`src/rtl/snake_body_tracker.sv`:
```
// Snake game state plus double-buffered frame builder for an 8x8 LED matrix.
// Optional `SNAKE_WALL_KILL_EN: moving off an edge ends the game instead of wrapping.
module snake_body_tracker #(
  parameter int MAX_LEN   = 16,
  parameter int START_LEN = 3,
  localparam int PW = $clog2(MAX_LEN),
  localparam int LW = PW + 1
) (
  input  logic                 clock,
  input  logic                 reset,
  input  logic                 step,
  input  logic [1:0]           dir,
  input  logic                 food_valid,
  input  logic [2:0]           food_row,
  input  logic [2:0]           food_col,
  output logic [7:0][7:0]      red_array,
  output logic [7:0][7:0]      green_array,
  output logic                 ate,
  output logic                 game_over,
  output logic                 busy,
  output logic [LW-1:0]        length
);

  typedef enum logic [1:0] {S_RUN, S_RENDER, S_OVER} state_t;

  state_t          state_q;
  logic [5:0]      ring_q [MAX_LEN];
  logic [PW-1:0]   head_ptr_q;
  logic [LW-1:0]   length_q;
  logic [1:0]      heading_q;
  logic [LW-1:0]   cnt_q;
  logic [7:0][7:0] shadow_q, red_q, green_q;
  logic            ate_q, over_q, busy_q;

  logic [1:0]      heading_d;
  logic [5:0]      head_cur, seg, tail;
  logic [2:0]      nr, nc;
  logic            off_edge, food_hit, grow, hit;
  logic [PW-1:0]   tail_idx, seg_idx;
  logic [LW-1:0]   seg_k;
  logic [7:0][7:0] food_frame;

  // A reversal request keeps the old heading; otherwise dir is taken.
  always_comb begin
    heading_d = (dir == (heading_q ^ 2'b10)) ? heading_q : dir;
    head_cur  = ring_q[head_ptr_q];
    nr = head_cur[5:3];
    nc = head_cur[2:0];
    case (heading_d)
      2'b00:   nr = head_cur[5:3] - 3'd1;
      2'b01:   nc = head_cur[2:0] + 3'd1;
      2'b10:   nr = head_cur[5:3] + 3'd1;
      default: nc = head_cur[2:0] - 3'd1;
    endcase
  end

  always_comb begin
    off_edge = 1'b0;
`ifdef SNAKE_WALL_KILL_EN
    case (heading_d)
      2'b00:   off_edge = (head_cur[5:3] == 3'd0);
      2'b01:   off_edge = (head_cur[2:0] == 3'd7);
      2'b10:   off_edge = (head_cur[5:3] == 3'd7);
      default: off_edge = (head_cur[2:0] == 3'd0);
    endcase
`endif
  end

  // Entering the tail cell is legal unless growing, since the tail vacates.
  always_comb begin
    food_hit = food_valid && ({nr, nc} == {food_row, food_col});
    grow     = food_hit && (length_q < LW'(MAX_LEN));
    tail_idx = head_ptr_q - PW'(length_q - LW'(1));
    tail     = ring_q[tail_idx];
    hit      = off_edge ||
               (green_q[nr][nc] && !(({nr, nc} == tail) && !grow));
    seg_k    = cnt_q - LW'(1);
    seg_idx  = head_ptr_q - PW'(seg_k);
    seg      = ring_q[seg_idx];
    food_frame = '0;
    if (food_valid) food_frame[food_row][food_col] = 1'b1;
  end

  // step is accepted only in RUN (busy low, not over); at any other time it is dropped.
  always_ff @(posedge clock or posedge reset) begin
    if (reset) begin
      state_q    <= S_RENDER;
      for (int i = 0; i < MAX_LEN; i++)
        ring_q[i] <= (i < START_LEN) ? {3'd3, i[2:0]} : 6'd0;
      head_ptr_q <= PW'(START_LEN - 1);
      length_q   <= LW'(START_LEN);
      heading_q  <= 2'b01;
      cnt_q      <= '0;
      shadow_q   <= '0;
      red_q      <= '0;
      green_q    <= '0;
      ate_q      <= 1'b0;
      over_q     <= 1'b0;
      busy_q     <= 1'b1;
    end else begin
      ate_q <= 1'b0;
      case (state_q)
        S_RUN: begin
          if (step) begin
            if (hit) begin
              state_q <= S_OVER;
              over_q  <= 1'b1;
              red_q   <= green_q;
              green_q <= '0;
            end else begin
              heading_q  <= heading_d;
              head_ptr_q <= head_ptr_q + PW'(1);
              ring_q[head_ptr_q + PW'(1)] <= {nr, nc};
              if (grow) length_q <= length_q + LW'(1);
              ate_q   <= food_hit;
              busy_q  <= 1'b1;
              cnt_q   <= '0;
              state_q <= S_RENDER;
            end
          end
        end
        S_RENDER: begin
          cnt_q <= cnt_q + LW'(1);
          if (cnt_q == '0) begin
            shadow_q <= '0;
          end else if (cnt_q <= length_q) begin
            shadow_q[seg[5:3]][seg[2:0]] <= 1'b1;
          end else begin
            green_q <= shadow_q;
            red_q   <= food_frame;
            busy_q  <= 1'b0;
            state_q <= S_RUN;
          end
        end
        S_OVER:  ;
        default: state_q <= S_OVER;
      endcase
    end
  end

  assign red_array   = red_q;
  assign green_array = green_q;
  assign ate         = ate_q;
  assign game_over   = over_q;
  assign busy        = busy_q;
  assign length      = length_q;

endmodule

```
`config.mk`:
```
export PLATFORM = sky130hd
export DESIGN_NAME = snake_body_tracker
export DESIGN_NICKNAME = d
export VERILOG_FILES = /design/src/rtl/snake_body_tracker.sv
export SDC_FILE = /design/constraint.sdc
export NUM_CORES = 1
export LEC_CHECK = 0
export BUFFER_PORTS_ARGS = -buffer_cell sky130_fd_sc_hd__buf_4
export CORE_MARGIN = 4
export CORE_UTILIZATION = 60
export CTS_CLUSTER_DIAMETER = 120
export CTS_CLUSTER_SIZE = 12
export DETAILED_ROUTE_END_ITERATION = 8
export MAX_ROUTING_LAYER = met4
export PLACE_DENSITY = 0.8
export SLEW_MARGIN = 20
export SYNTH_ARGS = -nofsm -noshare
export SYNTH_HDL_FRONTEND = slang
export SYNTH_SLANG_ARGS = --single-unit
```
`constraint.sdc`:
```
create_clock -name clock -period 13.1 [get_ports clock]
set_input_delay 1.31 -clock clock [delete_from_list [all_inputs] [get_ports clock]]
set_output_delay 1.31 -clock clock [all_outputs]
set_load 0.05 [all_outputs]
```
==> impl_metrics.env <==
export IMPL_report_final_setup_viol=0
export IMPL_nNetsFinal=1589
export IMPL_holdCritStartpoint="game_over"
export IMPL_grt_pass1_wl_um=74500
export IMPL_drive_gt1_share_pct=32.4
export IMPL_avgRoutedWirePerCell_um=25.0
export IMPL_cts_made_buffers=29
export IMPL_dieArea_um2=30900
export IMPL_synthTopCellsByCount="dfrtp_1 (295), nand2_1 (224), a21oi_1 (125)"
export IMPL_cp_num_buf_inv=1
export IMPL_ys_seq_elements=309
export IMPL_cts_setup_buffers=0
export IMPL_max_stage_delay_ps=1170
export IMPL_whs_ps=471
export IMPL_dpl_worst_slack_ps=5900
export IMPL_crit_arrival_ps=7610
export IMPL_clock_sinks=309
export IMPL_overflow=0
export IMPL_hp_class="register to register"
export IMPL_wirelength_um=48900
export IMPL_worstSetupStartpoint="head_ptr_q[1]"
export IMPL_cts_hold_fix_buffers=0
export IMPL_p_comb_share_pct=54.9
export IMPL_antenna_found_initial=0
export IMPL_multi_input_area_um2=8560
export IMPL_cts_tree="yes"
export IMPL_crit_type="register to register"
export IMPL_cp_end_kind="register"
export IMPL_place_congestion=0.998
export IMPL_path_cells="mux4_2, mux4_2, fa_1, xnor2_1, nand2_1, xor2_1, xnor2_1, nor4_2, or4_4, nand2_4, o21ai_4, buf_4, mux2_2"
export IMPL_async_flop_share_pct=100
export IMPL_filler_cell_count=2055
export IMPL_ir_drop_mv=0.269
export IMPL_reg2reg_from="head_ptr_q[1]"
export IMPL_setup_slack_ps=5940
export IMPL_yosys_top_cells_area="dfrtp_1 (44%), mux4_2 (11%), mux2_2 (6.9%)"
export IMPL_placed_area_um2=18100
export IMPL_synth_top_area_cell="dfrtp_1"
export IMPL_synth_seq_area_share_pct=45.9
export IMPL_tns_ps=0
export IMPL_initial_core_util_pct=60.8
export IMPL_status="complete, no violations"
export IMPL_power_mw=5.17
export IMPL_power_leakage_nw=8.63
export IMPL_min_period_over_period_pct=54.7
export IMPL_period_minus_slack_ps=7160
export IMPL_fin_skew_ps=18.9
export IMPL_viasPerCell=6.51
export IMPL_cp_slowest_cell="dfstp_2"
export IMPL_row_count=61
export IMPL_synth_fp_nets=1487
export IMPL_synth_cell_types=67
export IMPL_drc=0
export IMPL_required_ps=13550
export IMPL_startpoint_type="register"
export IMPL_p_int_mw=2.76
export IMPL_p_switching_mw=2.41
export IMPL_fin_area_um2=19000
export IMPL_regArea_um2=7750
export IMPL_relSlewSlack_pct=22.3
export IMPL_p_clk_share_pct=15.0
export IMPL_track_usage_pct=32.3
export IMPL_maxCapViolations=0
export IMPL_htreeDepth=1
export IMPL_firstDrtPassIters=5
export IMPL_clk_latency_ps=580
export IMPL_port_buffers=147
export IMPL_cp_max_fo=48
export IMPL_hpwl_um=33200
export IMPL_chipHeight_um=176
export IMPL_core_um2=27800
export IMPL_drv_slew=0
export IMPL_ctsRootBufferMaster="clkbuf_16"
export IMPL_seqPwrFrac_pct=30.0
export IMPL_drt_iter0_drc=1658
export IMPL_path_clk_slew_ps=70
export IMPL_hold_violations=0
export IMPL_rsz0062_at_grt="no"
export IMPL_worstMarginPinSlew_ps=1160
export IMPL_yosysMostFrequentCell="dfrtp_1"
export IMPL_synth_ff_type="dfrtp_1"
export IMPL_drtAntennaViolNets=0
export IMPL_grt_max_degree=140
export IMPL_vias=12700
export IMPL_io_pins=148
export IMPL_yosysWarnings=0
export IMPL_n_antenna_cell=0
export IMPL_yosys_area_top_type_share_pct=43.7
export IMPL_synthCells=1450
export IMPL_cts_resized=0
export IMPL_first_global_vias=12300
export IMPL_avgSynthCellArea_um2=11.6
export IMPL_powerDensity_nw_per_um2=272
export IMPL_p_sw_share_pct=46.7
export IMPL_netlist_area_um2=16900
export IMPL_crit_family="multiplexers"
export IMPL_synth_edff_count=0
export IMPL_fmax_mhz=140
export IMPL_clk_path_buf_depth=3
export IMPL_area_growth_pct=12.5
export IMPL_die_x_um=176
==> power groups by stage <==
stage               Sequential (mW)  Combinational [mW]  Clock [mW]
finish                         1.55                2.84       0.777
floorplan                      1.73                1.85           0
global route                   1.57                3.01       0.828
global placement               1.53                2.73           0
CTS                            1.53                2.81       0.785
detailed placement             1.54                2.79           0
==> per-stage QoR <==
stage,std cells,util [%]
after floorplan,1450,-
after global placement,1899,65.2
after detailed placement,1899,65.2
after CTS,1953,68.2
after global routing,1953,68.3
final,1953,68.3
==> sequential cells by signal, summed over array words and instances (netlist names) <==
| name | flops |
|---|---|
| ring_q | 96 |
| green_array | 64 |
| red_array | 64 |
| shadow_q | 64 |
| cnt_q | 5 |
| length | 5 |
| head_ptr_q | 4 |
| heading_q | 2 |
| state_q | 2 |
| ate | 1 |
| busy | 1 |
| game_over | 1 |
==> layout make-up <==
type / count / area share, %
clock buffers: 52 / 4.28
flip-flops and latches: 309 / 40.8
inverters: 25 / 0.534
clock inverters: 2 / 0.132
multi-input cells: 1019 / 45.1
well taps: 378 / 2.49
repair buffers: 168 / 6.68
==> placed cells by master, fill, tap and decap left out, types with 13 or more instances in the layout <==
master	instances
a21oi_1	125
a21oi_2	17
a22o_1	14
buf_4	166
clkbuf_1	23
clkbuf_16	29
dfrtp_1	295
dfstp_2	14
ha_1	21
inv_1	24
mux2_2	104
mux2_4	61
mux2i_1	38
mux4_2	85
nand2_1	223
nand3_1	13
nor2_1	83
nor3_1	20
o21ai_0	55
xnor2_1	19
==> worst paths after layout <==
check / endpoint / slack (ps) / cells after the start
max: red_array[23] / 5940 / 13
max in group asynchronous: green_array[27] / 10810 / 3
min: game_over / 470 / 1
max reg2reg: red_array[23] / 5940 / 13
min in group asynchronous: ring_q[43] / 950 / 2
min reg2reg: game_over / 470 / 1
==> cells by family after synthesis <==
group | count (synthesis) | share of synthesized area, %
flops | 309 | 45.9
simple gates | 412 | 10.7
mux | 294 | 26.5
xor+xnor | 34 | 2.10
fa+ha+maj | 25 | 2.03
compound gates | 254 | 9.10
buf+inv | 122 | 3.64
==> metal layers <==
layer / up-vias / share of wire [%] / track usage, %
met3: 163 / 12 / 8.57
met4: 0 / 3.9 / 10.4
li1: 5389 / - / -
met5: - / 0 / -
met2: 807 / 44 / 46.3
met1: 6352 / 40 / 45.7
==> worst reg2reg max path, stage by stage, from the launching register on <==
cell and delay, ps:
dfstp_2 1170, mux4_2 470, mux4_2 590, fa_1 470, xnor2_1 190, nand2_1 190
xor2_1 850, xnor2_1 220, nor4_2 470, or4_4 460, nand2_4 110, o21ai_4 630
buf_4 790, mux2_2 450
No activity file was read; power rests on OpenSTA's default activity.
